--- src/rtl/macc_pkg.sv ---
// Shared types and constants for the MACC multiplier path.
package macc_pkg;

   localparam int N_DEF = 4;

   typedef enum logic [1:0] {
      IDLE = 2'b00,
      CALC = 2'b01,
      DONE = 2'b10
   } state_t;

   typedef enum logic [1:0] {
      BOOTH_NOP = 2'b00,
      BOOTH_ADD = 2'b01,
      BOOTH_SUB = 2'b10
   } booth_op_t;

   function automatic booth_op_t booth_dec(input logic q0, input logic qm1);
      booth_op_t op;
      unique case ({q0, qm1})
         2'b01:   op = BOOTH_ADD;
         2'b10:   op = BOOTH_SUB;
         default: op = BOOTH_NOP;
      endcase
      return op;
   endfunction

endpackage

--- src/rtl/addsub_nbit.sv ---
// Ripple-carry adder/subtractor; sub inverts B and feeds the carry-in.
module addsub_nbit #(
   parameter int W = 5
) (
   input  logic [W-1:0] A,
   input  logic [W-1:0] B,
   input  logic         sub,
   output logic [W-1:0] S,
   output logic         cout
);

   logic [W:0]   c;
   logic [W-1:0] bx;

   assign c[0] = sub;

   for (genvar i = 0; i < W; i++) begin : g_fa
      assign bx[i]   = B[i] ^ sub;
      assign S[i]    = A[i] ^ bx[i] ^ c[i];
      assign c[i+1]  = (A[i] & bx[i]) | (c[i] & (A[i] ^ bx[i]));
   end

   assign cout = c[W];

endmodule

--- src/rtl/booth_seq_mac_ctrl.sv ---
// Sequential radix-2 Booth multiplier with valid/ready on both sides.
module booth_seq_mac_ctrl
   import macc_pkg::*;
#(
   parameter int N = N_DEF
) (
   input  logic           clk,
   input  logic           rst,
   input  logic           in_valid,
   output logic           in_ready,
   input  logic [N-1:0]   multiplicand,
   input  logic [N-1:0]   multiplier,
   output logic           out_valid,
   input  logic           out_ready,
   output logic [2*N-1:0] product,
   output logic           busy
);

   localparam int CW = $clog2(N) + 1;

   state_t         state_q, state_d;
   logic [N:0]     mext_q, mext_d;
   logic [N:0]     acc_q, acc_d;
   logic [N-1:0]   qreg_q, qreg_d;
   logic           qm1_q, qm1_d;
   logic [CW-1:0]  cnt_q, cnt_d;
   logic [2*N-1:0] prod_q, prod_d;
   logic           ov_q, ov_d;

   booth_op_t  op;
   logic       sub;
   logic [N:0] addsub_s;
   logic [N:0] sum;
   logic       unused_cout;

   assign op  = booth_dec(qreg_q[0], qm1_q);
   assign sub = (op == BOOTH_SUB);
   assign sum = (op == BOOTH_NOP) ? acc_q : addsub_s;

   addsub_nbit #(.W(N + 1)) u_addsub (
      .A    (acc_q),
      .B    (mext_q),
      .sub  (sub),
      .S    (addsub_s),
      .cout (unused_cout)
   );

   always_comb begin
      state_d = state_q;
      mext_d  = mext_q;
      acc_d   = acc_q;
      qreg_d  = qreg_q;
      qm1_d   = qm1_q;
      cnt_d   = cnt_q;
      prod_d  = prod_q;
      ov_d    = ov_q;
      unique case (state_q)
         IDLE: begin
            if (in_valid) begin
               mext_d  = {multiplicand[N-1], multiplicand};
               qreg_d  = multiplier;
               acc_d   = '0;
               qm1_d   = 1'b0;
               cnt_d   = '0;
               state_d = CALC;
            end
         end
         CALC: begin
            // arithmetic shift of {sum, q_reg, q_m1}
            acc_d  = {sum[N], sum[N:1]};
            qreg_d = {sum[0], qreg_q[N-1:1]};
            qm1_d  = qreg_q[0];
            cnt_d  = cnt_q + CW'(1);
            if (cnt_q == CW'(N - 1)) state_d = DONE;
         end
         DONE: begin
            if (ov_q && out_ready) begin
               ov_d    = 1'b0;
               state_d = IDLE;
            end else begin
               ov_d   = 1'b1;
               prod_d = {acc_q[N-1:0], qreg_q};
            end
         end
         default: state_d = IDLE;
      endcase
   end

   always_ff @(posedge clk) begin
      if (rst) begin
         state_q <= IDLE;
         mext_q  <= '0;
         acc_q   <= '0;
         qreg_q  <= '0;
         qm1_q   <= 1'b0;
         cnt_q   <= '0;
         prod_q  <= '0;
         ov_q    <= 1'b0;
      end else begin
         state_q <= state_d;
         mext_q  <= mext_d;
         acc_q   <= acc_d;
         qreg_q  <= qreg_d;
         qm1_q   <= qm1_d;
         cnt_q   <= cnt_d;
         prod_q  <= prod_d;
         ov_q    <= ov_d;
      end
   end

   assign in_ready  = (state_q == IDLE);
   assign busy      = (state_q == CALC) || (state_q == DONE);
   assign out_valid = ov_q;
   assign product   = prod_q;

endmodule
--- config.mk ---
export PLATFORM = sky130hd
export DESIGN_NAME = booth_seq_mac_ctrl
export DESIGN_NICKNAME = d
export VERILOG_FILES = /design/src/rtl/macc_pkg.sv /design/src/rtl/addsub_nbit.sv /design/src/rtl/booth_seq_mac_ctrl.sv
export SDC_FILE = /design/constraint.sdc
export NUM_CORES = 1
export LEC_CHECK = 0
export BUFFER_PORTS_ARGS = -buffer_cell sky130_fd_sc_hd__buf_2
export CORE_MARGIN = 3
export CORE_UTILIZATION = 48
export DETAILED_ROUTE_END_ITERATION = 10
export HOLD_SLACK_MARGIN = 0.15
export PLACE_DENSITY = 0.69
export SLEW_MARGIN = 20
export SYNTH_ARGS = -nofsm -noshare
export SYNTH_HDL_FRONTEND = slang
export SYNTH_HIERARCHICAL = 1
export SYNTH_SLANG_ARGS = --single-unit
--- constraint.sdc ---
create_clock -name clk -period 3.2 [get_ports clk]
set_input_delay 0.32 -clock clk [delete_from_list [all_inputs] [get_ports clk]]
set_output_delay 0.32 -clock clk [all_outputs]
set_load 0.02 [all_outputs]
**Word level (Yosys, flattened, before mapping)**

Index checks and enable logic that the tools add are counted.

- Add/subtract/negate cells: 1
- Reductions and logical operators: 9
- Equal/unequal tests: 9
- Mux-type cells: 15
- Bitwise logic cells: 28

Operators with widths:

| operator | count |
|---|---|
| 1-bit bitwise XOR | 15 |
| 5-bit 2-to-1 mux | 2 |
| 5-bit case mux with 2 select lines | 1 |
| 1-bit AND | 8 |
| 4-bit case mux with 2 select lines | 1 |
| 2-bit == test, second input constant | 3 |
| 2-bit 2-to-1 mux | 3 |
| 2-bit != test, second input constant | 3 |
| 2-bit case mux with 3 select lines | 1 |
| 3-bit case mux with 2 select lines | 1 |
| 2-bit AND reduction | 3 |
| 2-bit by 1-bit == test with 1-bit output, second input constant | 2 |
| 2-bit logical NOT | 2 |
| 4-bit 2-to-1 mux | 1 |
| 1-bit bitwise OR | 4 |
| 2-bit case mux with 2 select lines | 1 |
| 3-bit by 1-bit adder with 3-bit output, second input constant | 1 |
| 3-bit by 2-bit == test with 1-bit output, second input constant | 1 |
| 3-bit 2-to-1 mux | 1 |
| 3-bit AND reduction | 1 |
| 1-bit 2-to-1 mux | 2 |
| 1-bit case mux with 2 select lines | 1 |
| 2-bit nonzero test | 1 |
| 1-bit logical AND | 1 |
| 2 further kinds | 2 |

- Bits of input ports: 12
- Output and inout port bits: 11
- Register bits: 28
- Word-level logic and storage cells: 70

**Longest topological paths before layout**

Gate-level depths: netlist (run 1).

- Word-level depth: 16
- Mapped depth: 12
- Depth with buffers taken out: 11

**Modules after synthesis**

Netlist (run 1), hierarchy kept.

By module, submodules not included:

| module | area each (um^2) | cells each | times used | seq. area each (um^2) |
|---|---|---|---|---|
| booth_seq_mac_ctrl | 1244.9 | 134 | 1 | 540.5 |
| addsub_nbit | 168.9 | 17 | 1 | 0.0 |

**Worst setup path after synthesis (run 1)**

OpenSTA, ideal clock, no wires.

- Kind: register -> register
- From: register qm1_q
- To: register acc_q[2]
- Data arrival time: 2394 ps
- Setup time: 128 ps
- Data required time: 3072 ps
- Path buffers: 1
- Cell stages (with the launch flop): 13
- Path slack: 678 ps
- Clock period less this slack: 2522 ps
- Path through: dfxtp_1 inv_1 ha_1 buf_6 xor2_1 fa_1 inv_1 fa_1 fa_1 inv_1 mux2_2 a32oi_1 nor2_1

- Word-level cells in the longest chain between the ends: 14
- Elaborated cells between the ends (all ways): 25
- Those cells by class: 3 x eq/ne; 3 x mux; 18 x bitwise; 1 x reduce/logical

RTL lines:

| item | line | text |
|---|---|---|
| start, declared | booth_seq_mac_ctrl.sv:25 | `logic qm1_q, qm1_d;` |
| start signal, assigned | booth_seq_mac_ctrl.sv:104 | `qm1_q <= qm1_d;` |
| 2-bit == test or 2-bit by 1-bit == test with 1-bit output (tied branches) | macc_pkg.sv:20 | `unique case ({q0, qm1})` |
| 2-bit case mux with 2 select lines (*) | macc_pkg.sv:20 |  |
| 2-bit == test (*) | booth_seq_mac_ctrl.sv:37 | `assign sub = (op == BOOTH_SUB);` |
| net sub | booth_seq_mac_ctrl.sv:31 | `logic sub;` |
| 1-bit bitwise XOR | addsub_nbit.sv:18 | `assign bx[i] = B[i] ^ sub;` |
| 1-bit bitwise XOR | addsub_nbit.sv:20 | `assign c[i+1] = (A[i] & bx[i]) \| (c[i] & (A[i] ^ bx[i]));` |
| 1-bit AND | addsub_nbit.sv:20 |  |
| 1-bit bitwise OR | addsub_nbit.sv:20 |  |
| 1-bit AND | addsub_nbit.sv:20 |  |
| 1-bit bitwise OR | addsub_nbit.sv:20 |  |
| 1-bit AND | addsub_nbit.sv:20 |  |
| 1-bit bitwise OR | addsub_nbit.sv:20 |  |
| 1-bit bitwise XOR (*) | addsub_nbit.sv:19 | `assign S[i] = A[i] ^ bx[i] ^ c[i];` |
| net addsub_s[3] | booth_seq_mac_ctrl.sv:32 | `logic [N:0] addsub_s;` |
| 5-bit 2-to-1 mux (*) | booth_seq_mac_ctrl.sv:38 | `assign sum = (op == BOOTH_NOP) ? acc_q : addsub_s;` |
| 5-bit case mux with 2 select lines (*) | booth_seq_mac_ctrl.sv:57 | `unique case (state_q)` |
| end signal, assigned | booth_seq_mac_ctrl.sv:93 | `acc_q <= '0;` |
| end signal, assigned | booth_seq_mac_ctrl.sv:102 | `acc_q <= acc_d;` |
| end, declared | booth_seq_mac_ctrl.sv:23 | `logic [N:0] acc_q, acc_d;` |

The timed path passes the listed nets; every way through them passes the cells marked *.
A chain may end at the register's enable or synchronous reset.

**Worst setup path after layout (run 1)**

- From: register qreg_q[0]
- To: register acc_q[2]

- Word-level cells in the longest chain between the ends: 14
- Elaborated cells between the ends (all ways): 25
- Those cells by class: 3 x eq/ne; 3 x mux; 18 x bitwise; 1 x reduce/logical

RTL lines:

| item | line | text |
|---|---|---|
| start, declared | booth_seq_mac_ctrl.sv:24 | `logic [N-1:0] qreg_q, qreg_d;` |
| start signal, assigned | booth_seq_mac_ctrl.sv:103 | `qreg_q <= qreg_d;` |
| 2-bit == test or 2-bit by 1-bit == test with 1-bit output (tied branches) | macc_pkg.sv:20 |  |
| 2-bit case mux with 2 select lines (*) | macc_pkg.sv:20 |  |
| 2-bit == test (*) | booth_seq_mac_ctrl.sv:37 |  |
| net sub | booth_seq_mac_ctrl.sv:31 |  |
| 1-bit bitwise XOR | addsub_nbit.sv:18 |  |
| 1-bit bitwise XOR | addsub_nbit.sv:20 |  |
| 1-bit AND | addsub_nbit.sv:20 |  |
| 1-bit bitwise OR | addsub_nbit.sv:20 |  |
| 1-bit AND | addsub_nbit.sv:20 |  |
| 1-bit bitwise OR | addsub_nbit.sv:20 |  |
| 1-bit AND | addsub_nbit.sv:20 |  |
| 1-bit bitwise OR | addsub_nbit.sv:20 |  |
| 1-bit bitwise XOR (*) | addsub_nbit.sv:19 |  |
| net addsub_s[3] | booth_seq_mac_ctrl.sv:32 |  |
| 5-bit 2-to-1 mux (*) | booth_seq_mac_ctrl.sv:38 |  |
| 5-bit case mux with 2 select lines (*) | booth_seq_mac_ctrl.sv:57 |  |

Marked as above.

==> results of run 1 <==
stage by stage:
step	cell area, µm²	total power [mW]	worst slack [ns]	hold slack, ns	cells
floorplan	1410	0.475	0.678	0.444	151
global placement	1480	0.488	0.601	0.440	194
detailed placement	1480	0.494	0.544	0.447	194
CTS	1510	0.652	0.512	0.202	198
global route	1510	0.680	0.381	0.233	198
finish	1510	0.648	0.510	0.215	198
power by group through the flow:
stage | Combinational, mW | Clock, mW | Sequential, mW
4_1_cts | 0.127 | 0.164 | 0.361
3_3_place_gp | 0.121 | 0 | 0.367
6_report | 0.126 | 0.161 | 0.361
2_1_floorplan | 0.111 | 0 | 0.365
5_1_grt | 0.141 | 0.176 | 0.362
3_5_place_dp | 0.126 | 0 | 0.368
final cells by class:
cell class	instances	area [µm²]	area share
Timing Repair Buffer	22	110	0.0730
Clock buffer	3	22.5	0.0149
Sequential cell	27	541	0.358
Clock inverter	1	7.51	0.00498
Tap cell	31	38.8	0.0257
Inverter	13	48.8	0.0323
Multi-Input combinational cell	101	741	0.491
sequential cells by signal (all words and copies together), names as in the netlist:
name and count:
acc_q 4, qreg_q 4, cnt_q 3, out_valid 1, qm1_q 1, state_q 2, mext_q 4, product 8
how the worst max path moves through the flow:
stage | cells past startpoint | slack, ns | endpoint | start
floorplan | 12 | 0.68 | acc_q[2] | qm1_q
detailed placement | 10 | 0.54 | acc_q[2] | qreg_q[0]
CTS | 10 | 0.51 | acc_q[2] | qreg_q[0]
global placement | 10 | 0.60 | acc_q[3] | qreg_q[0]
global route | 10 | 0.38 | acc_q[2] | qreg_q[0]
finish | 10 | 0.51 | acc_q[2] | qreg_q[0]
cells by family after synthesis:
group	count (synthesis)	synth area share
XOR/XNOR	5	0.0310
AO/OA/AOI/OAI	33	0.163
adder cells (fa/ha/maj)	10	0.110
multiplexers	10	0.0876
flip-flops	27	0.382
AND/OR/NAND/NOR	43	0.133
buffers and inverters	23	0.0938
tightest hold or removal path: stages:
cell and delay (ns):
buf_2 0.10, nand3_1 0.06, a21oi_1 0.05
synthesized netlist by cell type:
| cell | n |
|---|---|
| a211oi_1 | 3 |
| a211oi_2 | 1 |
| a21bo_2 | 1 |
| a21boi_2 | 1 |
| a21oi_1 | 14 |
| a22oi_1 | 1 |
| a311oi_1 | 2 |
| a31oi_1 | 2 |
| a32oi_1 | 6 |
| and3b_2 | 1 |
| buf_1 | 2 |
| buf_2 | 1 |
| buf_4 | 2 |
| buf_6 | 5 |
| dfxtp_1 | 27 |
| fa_1 | 4 |
| ha_1 | 6 |
| inv_1 | 13 |
| mux2_2 | 5 |
| mux2_4 | 1 |
| mux2i_1 | 3 |
| mux2i_4 | 1 |
| nand2_1 | 22 |
| nand2b_1 | 2 |
| nand3_1 | 6 |
| nand3b_1 | 2 |
| nor2_1 | 10 |
| o21ai_0 | 1 |
| o21ai_2 | 1 |
| xnor2_1 | 2 |
| xor2_1 | 3 |
metal layers:
metal  GRT usage  part of all wire  vias up
met5           0                 0        -
met4      0.0823             0.013        0
met3      0.0324             0.021        4
met2       0.279              0.51       11
met1       0.201              0.46      511
li1            -                 -      545
==> metrics.md, run 1 <==
| Metric | Value |
|---|---|
| Status | `finished clean` |
| CTS Sinks | `27` |
| GP Congestion | `0.773` |
| Reg-to-Reg Start | `qreg_q[0]` |
| Yosys top cell by area | `dfxtp_1` |
| Clock transition at path regs | `0.16 ns` |
| Crit-path slowest cell | `fa_1` |
| Synth top area share | `0.382` |
| Fmax | `372 MHz` |
| Worst Max-Slew Pin Slew | `0.700 ns` |
| Max-Cap Viols | `0` |
| Crit path DAT | `2.92 ns` |
| Startpoint Class | `flip-flop` |
| HP Start | `multiplicand[2]` |
| DPL Wire Length | `2030 µm` |
| Largest net degree at the start of global routing | `28` |
| CTS tree | `built` |
| CP endpoint kind | `flip-flop` |
| Clock network power share | `0.248` |
| Hold Crit Depth | `3` |
| GRT Residual Overflow | `0` |
| Setup Viol. Count Final | `0` |
| Post-Route WL | `2760 µm` |
| Post-cts resize count | `0` |
| Worst path bufs/invs | `2` |
| CP cell instances | `ha_1, xor2_1, fa_1, inv_1, fa_1, fa_1, inv_1, mux2_2, a32oi_1, nor2_1` |
| Crit path kind | `flip-flop to flip-flop` |
| Synth warn | `6` |
| Leak Pwr | `0.629 nW` |
| VDD IR max | `0.000248 V` |
| GR Util All Layers | `0.166` |
| Reg power frac | `0.557` |
| Synth top area cells | `dfxtp_1, nand2_1, fa_1` |
| Mean routed wirelength per cell | `13.9 µm` |
| FF-to-FF path depth | `10` |
| Crit Path Max Fanout | `5` |
| Share of layout cells above drive strength 1 | `0.228` |
| Ant diodes | `0` |
| Syn_area_per_cell | `9.36 µm²` |
| Final antenna-violating net count | `0` |
| Top delay family on crit path | `adder cells` |
| Data required, critical path | `3.43 ns` |
| Initial antenna violation count | `0` |
| Root Buffer | `clkbuf_4` |
| TritonCTS buffer count | `3` |
| Hold Crit Class | `input pin to flip-flop` |
| NumNets Final | `190` |
| Reg-to-reg endpoint | `acc_q[2]` |
| Vias in the first global route | `1,040` |
| First drt pass iteration count | `4` |
| Post-layout minimum cycle time | `2.69 ns` |
| NetSw | `0.197 mW` |
| Initial Util | `0.508` |
| RSZ-0062 raised after global routing | `no` |
| Fillers | `267` |
| H-tree levels | `1` |
| Die ar. | `3630 µm²` |
| Most common cell after layout, fill and taps aside | `dfxtp_1` |
| Layout Skew | `0.0122 ns` |
| Crit path largest cell delay | `0.48 ns` |
| Post-synth cell types | `31` |
| Width of the die | `60.3 µm` |
| Final Slew Violations | `0` |
| Fin. Hold Viols | `0` |
| Vias | `1,071` |
| Area Growth Syn to Fin | `6.73%` |
| DR DRC count | `0` |
| Vias/cell | `5.41` |
| Seq/Total Area, Yosys | `0.382` |
| I/O pin total | `23` |
| Worst Hold Endpoint | `mext_q[2]` |
| R2r setup slk | `0.51 ns` |
| Post-CTS setup buffers | `0` |
| Count of input and output buffers | `22` |
| Sw frac | `0.304` |
| First-pass GRT wire length | `4510 µm` |
| Logic pwr share | `0.195` |
| Post-Syn Area | `1410 µm²` |
| Critical path's most frequent cell | `fa_1` |
| Synth Instances | `151` |
| Drt initial violations | `32` |
| Setup TNS | `0 ns` |
| Most frequent cells in the layout | `dfxtp_1, nand2_1, buf_2, a21oi_1, inv_1` |
| Total core area | `2780 µm²` |
| Worst-case clock buffer depth | `2` |
| Post-layout util | `0.543` |
| PD cells | `429 nW/µm²` |
| Num rows | `19` |
| Pint | `0.451 mW` |
| Synthesized Nets | `173` |
| FF+latch count, synth | `27` |
| Die H | `60.3 µm` |
| Worst slew margin | `0.533` |
| CTS Hold Bufs | `0` |
| Final period utilization | `0.841` |
| Worst skew pair latency | `0.35 ns` |
Note: power is estimated with default switching activity, not from simulation.
==> run 2, diff against run 1 <==
--- a/config.mk
+++ b/config.mk
@@ -10,7 +10,7 @@
 export CORE_UTILIZATION = 48
 export DETAILED_ROUTE_END_ITERATION = 10
 export HOLD_SLACK_MARGIN = 0.15
-export PLACE_DENSITY = 0.69
+export PLACE_DENSITY = 0.71
 export SLEW_MARGIN = 20
 export SYNTH_ARGS = -nofsm -noshare
 export SYNTH_HDL_FRONTEND = slang
==> constraint.sdc (replaced) <==
create_clock -name clk -period 2.4 [get_ports clk]
set_input_delay 0.24 -clock clk [delete_from_list [all_inputs] [get_ports clk]]
set_output_delay 0.24 -clock clk [all_outputs]
set_load 0.02 [all_outputs]
==> run 2 against run 1 <==
The flow now finishes with violations (negative setup slack). Core utilization increased by 2.9 points. Largest power group unchanged. Clock skew increased by 0.00073 ns. Fmax increased by 7.2%. Sequential share of layout area decreased by 1.6 points. Register-to-register slack got worse by 0.62 ns. Die area unchanged. Final cell count increased by 2.5%. Combinational power increased by 56%.
==> metrics.md, run 2 (same netlist as run 1, synthesis figures left out) <==
| Metric | Value |
|---|---|
| Status | `finished with violations` |
| Failing checks | `negative setup slack` |
| Fillers | `246` |
| DR DRC count | `0` |
| Worst-case clock buffer depth | `2` |
| Ant diodes | `0` |
| Placed cells | `198` |
| Reg-to-Reg Start | `qm1_q` |
| H-tree levels | `1` |
| Final antenna-violating net count | `0` |
| Area Growth Syn to Fin | `12.4%` |
| Leak Pwr | `0.661 nW` |
| CTS Hold Bufs | `0` |
| Die ar. | `3630 µm²` |
| Share of layout cells above drive strength 1 | `0.297` |
| GP Congestion | `0.761` |
| R2r setup slk | `-0.11 ns` |
| VDD IR max | `0.000647 V` |
| Largest net degree at the start of global routing | `28` |
| Worst skew pair latency | `0.34 ns` |
| DPL Wire Length | `2160 µm` |
| Crit path DAT | `2.73 ns` |
| Fmax | `398 MHz` |
| I/O pin total | `23` |
| Total core area | `2780 µm²` |
| Most common cell after layout, fill and taps aside | `dfxtp_1` |
| Post-placement setup slack | `-0.165 ns` |
| Mean routed wirelength per cell | `14.6 µm` |
| Drt initial violations | `33` |
| CTS Sinks | `27` |
| Post-layout minimum cycle time | `2.51 ns` |
| Worst Max-Slew Pin Slew | `0.502 ns` |
| Final Slew Violations | `0` |
| Count of input and output buffers | `22` |
| Layout Skew | `0.0129 ns` |
| Total power | `0.883 mW` |
| Hold Crit Class | `input pin to flip-flop` |
| Initial antenna violation count | `0` |
| GR Util All Layers | `0.183` |
| Placed cell area | `1530 µm²` |
| Most frequent cells in the layout | `dfxtp_1, nand2_1, buf_2, a21oi_1, inv_1` |
| Data required, critical path | `2.62 ns` |
| Reg-to-reg endpoint | `acc_q[2]` |
| Setup TNS | `-0.190 ns` |
| Max-Cap Viols | `0` |
| NumNets Final | `195` |
| Crit path kind | `flip-flop to flip-flop` |
| Post-route insts no fill | `203` |
| CP endpoint kind | `flip-flop` |
| FF-to-FF path depth | `11` |
| Vias | `1,129` |
| Root Buffer | `clkbuf_4` |
| Post-Route WL | `2970 µm` |
| CTS tree | `built` |
| Width of the die | `60.3 µm` |
| Worst slew margin | `0.665` |
| CP Capture Point | `acc_q[2]` |
| Clock transition at path regs | `0.15 ns` |
| GRT Residual Overflow | `0` |
| Fin. Hold Viols | `0` |
| First drt pass iteration count | `4` |
| Max reg flops | `8` |
| Startpoint Class | `flip-flop` |
| Vias in the first global route | `1,093` |
| CP startpoint | `qm1_q` |
| Die H | `60.3 µm` |
| Worst Slack Setup Final | `-0.110 ns` |
| RSZ-0062 raised after global routing | `yes` |
| Vias/cell | `5.56` |
| Initial Util | `0.508` |
| Setup Viol. Count Final | `2` |
| PD cells | `556 nW/µm²` |
| Post-route cell area | `1590 µm²` |
| TritonCTS buffer count | `3` |
| Num rows | `19` |
| Crit Path Max Fanout | `3` |
| Final period utilization | `1.05` |
| First-pass GRT wire length | `4970 µm` |
[run 2: worst min path at each step]
stage                             to  cells after the start            start  slack, ns
after global placement    product[0]                      2       product[0]       0.44
after CTS                  mext_q[2]                      3  multiplicand[2]       0.15
after detailed placement  product[3]                      2       product[3]       0.45
final                      mext_q[2]                      3  multiplicand[2]       0.16
after global routing       mext_q[1]                      3  multiplicand[1]       0.16
after floorplan            mext_q[2]                      2  multiplicand[2]       0.39
[run 2: layout make-up]
cell class                      count  area (µm²)  share of cell area
Multi-Input combinational cell    101         781               0.491
Sequential cell                    27         543               0.342
Timing Repair Buffer               27         148              0.0929
Inverter                           13        48.8              0.0307
Tap cell                           31        38.8              0.0244
Clock buffer                        3        22.5              0.0142
Clock inverter                      1        7.51             0.00472
[run 2: power breakdown]
| part | internal (mW) | switching (mW) |
|---|---|---|
| logic | 0.0898 | 0.107 |
| registers | 0.466 | 0.0166 |
| clock network | 0.0639 | 0.140 |
[run 2: timing repair]
action	in CTS	in global routing
resized for setup	5	1
endpoints found under the setup margin	2	2
setup buffers	1	0
endpoints found under the hold margin	0	0
pin swaps	2	2
[run 2: stage by stage]
| step | util | hold WS [ns] |
|---|---|---|
| global route | 0.571 | 0.162 |
| floorplan | - | 0.387 |
| detailed placement | 0.549 | 0.446 |
| global placement | 0.549 | 0.440 |
| finish | 0.571 | 0.157 |
| CTS | 0.567 | 0.151 |
[run 2: critical path, cell delays in order, from the launching register on]
cell     delay (ns)
dfxtp_2        0.36
inv_2          0.04
ha_4           0.17
xor2_4         0.17
fa_2           0.21
inv_2          0.04
fa_2           0.33
fa_1           0.52
inv_1          0.05
mux2_2         0.26
a32oi_1        0.17
nor2_1         0.06
[run 2: layer usage]
layer	vias up	global-route usage	wire, µm
met5	-	0	0
met4	0	0.0285	12
li1	560	-	-
met2	27	0.312	1450
met3	2	0.0454	161
met1	540	0.235	1350
